==> src/rtl/core_pkg.sv <==
// Shared core types for the execute stage, including the RV32M multiply/divide unit.
// Optional build macro MDU_FAST_MUL_EN (see mdu_iter) changes no types here.
package core_pkg;

    localparam int MDU_DIV_CYCLES = 32;

    typedef enum logic [2:0] {
        MUL    = 3'd0,
        MULH   = 3'd1,
        MULHSU = 3'd2,
        MULHU  = 3'd3,
        DIV    = 3'd4,
        DIVU   = 3'd5,
        REM    = 3'd6,
        REMU   = 3'd7
    } mdu_op_t;

    typedef enum logic [1:0] {
        S_IDLE = 2'd0,
        S_MUL  = 2'd1,
        S_DIV  = 2'd2,
        S_DONE = 2'd3
    } mdu_state_t;

    typedef enum logic [1:0] {
        ALU_RESULT = 2'd0,
        FPU_RESULT = 2'd1,
        MDU_RESULT = 2'd2
    } alu_result_mux_t;

    // 33x33 signed product of the sign/zero-extended operands; the high word for MULH*.
    function automatic logic [31:0] mdu_mul_result(input mdu_op_t op,
                                                   input logic [31:0] a,
                                                   input logic [31:0] b);
        logic signed [32:0] a_ext;
        logic signed [32:0] b_ext;
        logic signed [63:0] prod;
        a_ext = {((op == MULH) || (op == MULHSU)) & a[31], a};
        b_ext = {(op == MULH) & b[31], b};
        prod  = a_ext * b_ext;
        case (op)
            MULH, MULHSU, MULHU: return prod[63:32];
            default:             return prod[31:0];
        endcase
    endfunction

endpackage

==> src/rtl/mdu_div_core.sv <==
// Serial radix-2 restoring divider on unsigned magnitudes, one quotient bit per cycle.
// quotient/remainder show the value after the current step, so they are final while done=1.
module mdu_div_core
    import core_pkg::*;
(
    input  logic        clk_i,
    input  logic        rst_n_i,
    input  logic        start,
    input  logic [31:0] dividend,
    input  logic [31:0] divisor,
    output logic        done,
    output logic [31:0] quotient,
    output logic [31:0] remainder
);

    localparam logic [4:0] LAST_ITER = 5'(MDU_DIV_CYCLES - 1);

    logic [31:0] rem_q;
    logic [31:0] quo_q;
    logic [31:0] dvsr_q;
    logic [4:0]  cnt_q;
    logic        active_q;

    logic [32:0] shifted;
    logic [32:0] diff;
    logic        fits;
    logic [31:0] rem_next;
    logic [31:0] quo_next;

    // quo_q doubles as the dividend shift register: its MSB feeds the partial remainder.
    assign shifted  = {rem_q, quo_q[31]};
    assign diff     = shifted - {1'b0, dvsr_q};
    assign fits     = ~diff[32];
    assign rem_next = fits ? diff[31:0] : shifted[31:0];
    assign quo_next = {quo_q[30:0], fits};

    always_ff @(posedge clk_i or negedge rst_n_i) begin
        if (!rst_n_i) begin
            rem_q    <= '0;
            quo_q    <= '0;
            dvsr_q   <= '0;
            cnt_q    <= '0;
            active_q <= 1'b0;
        end else if (start) begin
            rem_q    <= '0;
            quo_q    <= dividend;
            dvsr_q   <= divisor;
            cnt_q    <= '0;
            active_q <= 1'b1;
        end else if (active_q) begin
            rem_q <= rem_next;
            quo_q <= quo_next;
            cnt_q <= cnt_q + 5'd1;
            if (cnt_q == LAST_ITER) begin
                active_q <= 1'b0;
            end
        end
    end

    assign done      = active_q && (cnt_q == LAST_ITER);
    assign quotient  = quo_next;
    assign remainder = rem_next;

endmodule

==> src/rtl/mdu_iter.sv <==
// Multi-cycle RV32M multiply/divide unit answering the ex_stage req/gnt/rvalid/busy handshake.
// Build macro MDU_FAST_MUL_EN: multiply is computed in the accept cycle, result one cycle later.
module mdu_iter
    import core_pkg::*;
#(
    parameter int DWIDTH = 32
) (
    input  logic              clk_i,
    input  logic              rst_n_i,
    input  logic              req_i,
    output logic              gnt_o,
    input  mdu_op_t           op_i,
    input  logic [DWIDTH-1:0] operand_a_i,
    input  logic [DWIDTH-1:0] operand_b_i,
    input  logic              flush_i,
    output logic [DWIDTH-1:0] result_o,
    output logic              rvalid_o,
    output logic              busy_o
);

    // Handshake: an op is taken on a rising edge where req_i && gnt_o; gnt_o is high in IDLE
    // and DONE unless flush_i is high. rvalid_o is a one-cycle pulse with no back-pressure.
    mdu_state_t  state;
    mdu_op_t     op_q;
    logic [31:0] a_q;
    logic [31:0] b_q;
    logic [31:0] res_q;
    logic        neg_q;
    logic        q_neg_q;
    logic        r_neg_q;

    logic        op_is_div;
    logic        op_signed_div;
    logic        op_is_rem;
    logic        a_neg;
    logic        b_neg;
    logic [31:0] a_mag;
    logic [31:0] b_mag;
    logic        div_by_zero;
    logic        div_ovf;
    logic [31:0] div_fast_val;
    logic        div_start;
    logic        div_done;
    logic [31:0] div_quo;
    logic [31:0] div_rem;
    logic        rem_sel;

    assign gnt_o    = ((state == S_IDLE) || (state == S_DONE)) && !flush_i;
    assign rvalid_o = (state == S_DONE);
    assign busy_o   = (state == S_MUL) || (state == S_DIV);

    assign op_is_div     = op_i[2];
    assign op_signed_div = (op_i == DIV) || (op_i == REM);
    assign op_is_rem     = (op_i == REM) || (op_i == REMU);
    assign a_neg         = op_signed_div & operand_a_i[31];
    assign b_neg         = op_signed_div & operand_b_i[31];
    assign a_mag         = a_neg ? (~operand_a_i + 32'd1) : operand_a_i;
    assign b_mag         = b_neg ? (~operand_b_i + 32'd1) : operand_b_i;

    assign div_by_zero = (operand_b_i == 32'd0);
    assign div_ovf     = op_signed_div && (operand_a_i == 32'h8000_0000)
                         && (operand_b_i == 32'hFFFF_FFFF);

    always_comb begin
        div_fast_val = 32'd0;
        if (div_by_zero) begin
            div_fast_val = op_is_rem ? operand_a_i : 32'hFFFF_FFFF;
        end else if (div_ovf) begin
            div_fast_val = op_is_rem ? 32'd0 : 32'h8000_0000;
        end
    end

    assign div_start = req_i && gnt_o && op_is_div && !div_by_zero && !div_ovf;
    assign rem_sel   = (op_q == REM) || (op_q == REMU);

    mdu_div_core u_div (
        .clk_i     (clk_i),
        .rst_n_i   (rst_n_i),
        .start     (div_start),
        .dividend  (a_mag),
        .divisor   (b_mag),
        .done      (div_done),
        .quotient  (div_quo),
        .remainder (div_rem)
    );

    always_ff @(posedge clk_i or negedge rst_n_i) begin
        if (!rst_n_i) begin
            state   <= S_IDLE;
            op_q    <= MUL;
            a_q     <= '0;
            b_q     <= '0;
            res_q   <= '0;
            neg_q   <= 1'b0;
            q_neg_q <= 1'b0;
            r_neg_q <= 1'b0;
        end else if (flush_i) begin
            state <= S_IDLE;
        end else begin
            case (state)
                S_IDLE, S_DONE: begin
                    if (req_i) begin
                        op_q    <= op_i;
                        a_q     <= operand_a_i;
                        b_q     <= operand_b_i;
                        q_neg_q <= a_neg ^ b_neg;
                        r_neg_q <= a_neg;
                        if (op_is_div) begin
                            if (div_by_zero || div_ovf) begin
                                res_q <= div_fast_val;
                                neg_q <= 1'b0;
                                state <= S_DONE;
                            end else begin
                                state <= S_DIV;
                            end
                        end else begin
`ifdef MDU_FAST_MUL_EN
                            res_q <= mdu_mul_result(op_i, operand_a_i, operand_b_i);
                            neg_q <= 1'b0;
                            state <= S_DONE;
`else
                            state <= S_MUL;
`endif
                        end
                    end else begin
                        state <= S_IDLE;
                    end
                end
                S_MUL: begin
                    res_q <= mdu_mul_result(op_q, a_q, b_q);
                    neg_q <= 1'b0;
                    state <= S_DONE;
                end
                S_DIV: begin
                    if (div_done) begin
                        res_q <= rem_sel ? div_rem : div_quo;
                        neg_q <= rem_sel ? r_neg_q : q_neg_q;
                        state <= S_DONE;
                    end
                end
                default: state <= S_IDLE;
            endcase
        end
    end

    // Sign correction is applied on the way out so the divider only ever sees magnitudes.
    assign result_o = neg_q ? (~res_q + 32'd1) : res_q;

endmodule
==> config.mk <==
export PLATFORM = sky130hd
export DESIGN_NAME = mdu_iter
export DESIGN_NICKNAME = d
export VERILOG_FILES = /design/src/rtl/core_pkg.sv /design/src/rtl/mdu_div_core.sv /design/src/rtl/mdu_iter.sv
export SDC_FILE = /design/constraint.sdc
export NUM_CORES = 2
export LEC_CHECK = 0
export CELL_PAD_IN_SITES_DETAIL_PLACEMENT = 1
export CELL_PAD_IN_SITES_GLOBAL_PLACEMENT = 1
export CORE_ASPECT_RATIO = 0.8
export CORE_MARGIN = 2
export CORE_UTILIZATION = 45
export CTS_CLUSTER_SIZE = 25
export DETAILED_ROUTE_END_ITERATION = 8
export DONT_BUFFER_PORTS = 1
export PLACE_DENSITY_LB_ADDON = 0.1
export SLEW_MARGIN = 20
export SYNTH_ARGS = -nofsm -noshare
export SYNTH_HDL_FRONTEND = slang
export SYNTH_SLANG_ARGS = --single-unit
==> constraint.sdc <==
create_clock -name clk_i -period 12.4 [get_ports clk_i]
set_input_delay 2.48 -clock clk_i [delete_from_list [all_inputs] [get_ports clk_i]]
set_output_delay 2.48 -clock clk_i [all_outputs]
set_load 0.03 [all_outputs]
# After elaboration in Yosys (flattened, before gate mapping)
# Index checks and enable logic that the tools add are counted.
# Widths: inputs -> output; s select.
# totals
register_bits	206
out_inout_bits	35
# op_classes
multipliers	1
n_eq_ne	19
muxes	36
n_reduce_logical	25
add_sub_neg	5
n_bitwise	10
# op_table
operator	count
$mux 32	18
$add 32x1->32 const B	3
$not 32->32	3
$pmux 32 s3	1
$eq 32x32->1 const B	2
$mul 33x33->64	1
$sub 33x32->33	1
$logic_not 32->1	1
$eq 3x3->1 const B	5
$mux 5	2
$mux 1	9
$logic_and 1x1->1	8
$mux 2	4
$ne 2x2->1 const B	4
$logic_or 1x1->1	7
$eq 3x2->1 const B	2
$pmux 2 s3	1
$add 5x1->5 const B	1
$eq 5x5->1 const B	1
$reduce_and 5->1	1
$and 1x1->1	4
$eq 2x2->1 const B	2
$eq 3x1->1 const B	1
$logic_not 1->1	3
10 further kinds	11

# Logic depth before layout (Yosys ltp)
# depth
depth_word	10
ltp_mapped	32

# Cells and area by module
# A second synthesis with hierarchy kept.
# hier_totals
cells_unflattened	6043
area_unflattened_um2	52579.2
# modules_own_cells
mod	cells_each	area_per_inst_um2	n_inst
mdu_iter	5293	45902.8	1
mdu_div_core	750	6676.4	1

# Worst setup path before layout
# Ideal clock, no wire load.
# synth_timing
path_kind	register to register
startpoint	reg op_q[1]
endpoint	reg res_q[26]
path_stages_with_launch	30
setup_slack_ps	3647
arrival_time_ps	8607
setup_ps	146
n_path_buf	2
required_time_ps	12254
path_cell_list	dfrtp_1 -> xnor2_1 -> nor3b_1 -> clkbuf_1 -> nand2_1 -> fa_1 -> fa_1 -> inv_1 -> fa_1 -> inv_1 -> fa_1 -> inv_1 -> fa_1 -> fa_1 -> fa_1 -> inv_1 -> fa_1 -> inv_1 -> ha_1 -> clkbuf_1 -> a21o_1 -> a21o_1 -> a221oi_1 -> o31ai_1 -> a2111oi_0 -> a21oi_1 -> a221o_1 -> xor2_1 -> a211oi_1 -> a311oi_1
# synth_via
elab_chain_cells	6
word_cells_on_any_way	15
cone_classes	mul: 1; eq/ne: 5; mux: 4; bitwise: 2; reduce/logical: 3
# synth_lines
item	line_no	text
start, declared	mdu_iter.sv:24	mdu_op_t op_q;
start signal, assigned	mdu_iter.sv:103	op_q <= op_i;
$eq 3x1->1 / $eq 3x2->1 (equally long branches)	core_pkg.sv:38, core_pkg.sv:39, core_pkg.sv:41	
$logic_or 1x1->1	core_pkg.sv:38	a_ext = {((op == MULH) || (op == MULHSU)) & a[31], a};
$and 1x1->1	core_pkg.sv:38	
$mul 33x33->64	core_pkg.sv:40	prod = a_ext * b_ext;
$mux 32	core_pkg.sv:41	case (op)
$pmux 32 s3 *	mdu_iter.sv:100	case (state)
end signal, assigned	mdu_iter.sv:110	res_q <= div_fast_val;
end signal, assigned	mdu_iter.sv:130	res_q <= mdu_mul_result(op_q, a_q, b_q);
end signal, assigned	mdu_iter.sv:136	res_q <= rem_sel ? div_rem : div_quo;
end, declared	mdu_iter.sv:27	logic [31:0] res_q;
# Mark *: on every way between the ends. The rest lies on a longest branch, timed or not. The select of a mux whose other input is x is not followed.
# A chain may end at the register's enable or synchronous reset.

# Final worst setup path
# layout_timing
startpoint	reg op_q[1]
endpoint	reg res_q[19]
# The elaborated chain is that of the path after synthesis.

==> key figures <==
Floorplan
  – Chip width: 383.3 um
  – # IOs: 106
  – Core region area: 0.1143 mm^2
  – Starting density of the core: 45.30%
  – Die area: 0.1178 mm^2
  – Cell Rows: 111
  – Die Y: 307.4 um

Logic synthesis
  – Synth Flop Type: dfrtp_1
  – Largest area contributor in the netlist: fa_1
  – Synth top area cells: fa_1 (44%), dfrtp_1 (10%), inv_1 (8.9%)
  – Sequential-to-total area share from yosys stat: 9.956%
  – Asr flop ratio synth: 100.0%
  – Multiplexer area fraction after synthesis: 1.319%
  – Top cell type's share of synthesized area: 43.53%
  – Post-synthesis simple-gate area fraction: 16.36%
  – Syn Inst Count: 5,938
  – Synth warn: 0
  – Largest family of logic cells by synthesized area: adder cells
  – Synth Net Count: 7,388
  – Seq cells post-synth: 206
  – Post-Synth Adder-Cell Area: 49.65%
  – Post-synth EDFFs: 0
  – Mapped Avg Cell Area: 8.720 um^2
  – Synthesized area: 0.05178 mm^2
  – Cell variety after synth: 88
  – XOR/XNOR share of the synthesized area: 3.093%
  – Compound-Gate Fraction of Synth Area: 8.160%

Final layout
  – Nets: 7,179
  – Share of cells above drive strength 1: 3.722%
  – Layout area overhead: 4.499%
  – Sequential cell area: 0.005160 mm^2
  – Multi-input logic area: 0.04073 mm^2
  – Fill count: 13,470

Critical path
  – Crit-path slowest cell: or4_1
  – Worst Path Buf+Inv: 9
  – Crit path launch type: flop
  – Worst Path Required: 12.95 ns
  – CP startpoint: op_q[1]
  – CP max FO: 31
  – Critical Path End: res_q[19]
  – WP depth: 31
  – Critical R2R Launch: op_q[1]
  – Critical R2R Capture: res_q[19]
  – Critical Path Sink Type: flop
  – Cell family with most CP delay: adder cells
  – R2R setup slack: 2.67 ns
  – Reg2Reg Depth: 31
  – Crit Path Category: flop to flop
  – Arr. time, crit path: 10.28 ns
  – Worst path max stage delay: 0.59 ns

STA
  – Max Clock Skew: 0.04041 ns
  – RSZ-0062 raised after global routing: no
  – Achievable Freq: 0.1028 GHz
  – Final hold vios: 0
  – Setup-failing EPs final: 0
  – Max Slew Vio Count: 0
  – Slew headroom: 29.38%
  – Min cycle time layout: 9.732 ns
  – Final worst path period share: 78.48%
  – Worst slew pin tran: 1.059 ns
  – TNS Setup: 0 ns

Clock network
  – Clock buffer depth: 3
  – Hold buffers post-CTS: 0
  – Clk sinks: 206
  – # resized after CTS: 0
  – CTS tree: yes
  – # H-tree levels: 1
  – Total setup buffers inserted after CTS: 0
  – Root Driver: clkbuf_16
  – Clock-pin slew on the worst setup and hold paths: 0.07 ns
  – Clk_lat worst skew: 0.61 ns
  – Num CTS Buffers: 27

Route
  – # DRC: 0
  – DR vias/cell: 5.591
  – DR WL/cell: 25.08 um
  – Drt pass-1 iters: 5
  – Via count: 40,680
  – First DRT Iteration DRCs: 3,314
  – DRT antenna net count: 0
  – Final WL: 182,500 um

Global route
  – Initial antenna violation count: 6
  – Vias in the first global route: 44,080
  – Global routing's busiest layer: met2
  – Grt total ovfl: 0
  – Total GRT Usage: 31.97%
  – Largest net degree at the start of global routing: 207
  – Met3 Usage GRT: 5.130%
  – GRT met1 Usage: 47.78%
  – First-pass GRT wire length: 283,700 um
  – GR Util met2: 48.98%

Placed design
  – # port buffers: 0
  – Final Wtd Congestion: 0.9339
  – HPWL Detailed: 149,100 um

Worst hold path
  – Hold depth: 2
  – Worst hold path class: flop to flop

Flow run
  – Max Cap Viol: 0

Run status
  – Status: finished clean
[stage by stage]
stage	util, %	cells	setup WS (ns)	hold WS [ns]	instance area, um^2
2_1_floorplan	-	5938	3.647	0.4385	51780
3_3_place_gp	46.55	7225	2.862	0.4520	53200
3_5_place_dp	46.55	7225	2.703	0.4676	53200
4_1_cts	47.33	7275	2.661	0.4833	54100
5_1_grt	47.34	7275	2.055	0.5145	54100
6_report	47.34	7277	2.668	0.4785	54110
[registers in the layout, summed over array words and instances (netlist names)]
signal and flops:
a_q 32, b_q 32, res_q 32, u_div.dvsr_q 32, u_div.quo_q 32, u_div.rem_q 32
u_div.cnt_q 5, op_q 3, state 2, neg_q 1, q_neg_q 1, r_neg_q 1
u_div.active_q 1
[cell type report]
type,instances,share of cell area (%)
clock inverter,11,0.1896
antenna,2,0.009249
sequential,206,9.536
tap,1525,3.526
inverter,1231,8.540
clock buffer,39,1.461
timing repair buffer,104,1.473
multi-input combinational,4159,75.26
[layout by cell type (no fill, tap or decap), types with 10 or more instances in the layout]
cell type / netlist / routed
inv_1: 1228 / 1228
fa_1: 1126 / 1125
nand2_1: 1123 / 1122
and2_1: 324 / 324
ha_1: 253 / 253
o21ai_0: 216 / 216
dfrtp_1: 206 / 204
a21oi_1: 163 / 163
nor2_1: 161 / 161
xnor2_1: 129 / 129
buf_4: 4 / 102
mux2i_1: 66 / 66
nand3_1: 59 / 58
xor2_1: 52 / 52
a21o_1: 42 / 42
a211oi_1: 39 / 39
nor3_1: 28 / 27
clkbuf_16: 0 / 27
a221oi_1: 24 / 24
o31ai_1: 23 / 23
a31oi_1: 22 / 22
nor2b_1: 21 / 21
nand4_1: 21 / 21
o211ai_1: 21 / 21
nand2b_1: 18 / 18
or2_2: 17 / 17
or3_1: 17 / 17
and3_1: 16 / 15
or4_1: 14 / 14
o21a_1: 14 / 14
nor4_1: 11 / 11
o41ai_1: 10 / 10
[cell usage after synthesis (5+ instances only)]
| cell | instances |
|---|---|
| inv_1 | 1228 |
| fa_1 | 1126 |
| nand2_1 | 1123 |
| and2_1 | 324 |
| clkbuf_1 | 322 |
| ha_1 | 253 |
| o21ai_0 | 216 |
| dfrtp_1 | 206 |
| a21oi_1 | 163 |
| nor2_1 | 161 |
| xnor2_1 | 129 |
| mux2i_1 | 66 |
| nand3_1 | 59 |
| xor2_1 | 52 |
| a21o_1 | 42 |
| a211oi_1 | 39 |
| nor3_1 | 28 |
| a221oi_1 | 24 |
| o31ai_1 | 23 |
| a31oi_1 | 22 |
| nand4_1 | 21 |
| nor2b_1 | 21 |
| o211ai_1 | 21 |
| nand2b_1 | 18 |
| or2_2 | 17 |
| or3_1 | 17 |
| and3_1 | 16 |
| o21a_1 | 14 |
| or4_1 | 14 |
| buf_2 | 12 |
| nor4_1 | 11 |
| o41ai_1 | 10 |
| a21boi_0 | 8 |
| o21bai_1 | 8 |
| nor3b_1 | 7 |
| o221ai_1 | 6 |
| a211o_1 | 5 |
| a221o_1 | 5 |
| a311oi_1 | 5 |
| and4_1 | 5 |
| o2111ai_1 | 5 |
| o221a_2 | 5 |
[cells by family after synthesis]
group                      count (synthesis)
and+or+nand+nor                         1864
xor gates and xnor gates                 182
DFF                                      206
adders and majority gates               1379
AOI/OAI and AO/OA                        666
buffers and inverters                   1573
muxes                                     68
[worst min-delay path by stage]
stage	from	slack, ns	to
global route	b_q[28]	0.51	b_q[28]
global placement	q_neg_q	0.45	q_neg_q
CTS	q_neg_q	0.48	q_neg_q
finish	q_neg_q	0.48	q_neg_q
floorplan	q_neg_q	0.44	q_neg_q
detailed placement	q_neg_q	0.47	q_neg_q
[layer usage]
| layer | vias up | routed length (um) |
|---|---|---|
| met1 | 21790 | 83320 |
| li1 | 17470 | - |
| met4 | 2 | 4473 |
| met2 | 1237 | 81260 |
| met3 | 183 | 13460 |
| met5 | - | 13 |
[worst min-delay path: stages (launching register included)]
cell and delay, ns:
dfrtp_1 0.34, nand2_1 0.05, nand2_1 0.05
Power is left out: the tool's default activity adds up to more than one toggle a clock period on the data nets, which glitch-free logic cannot reach.
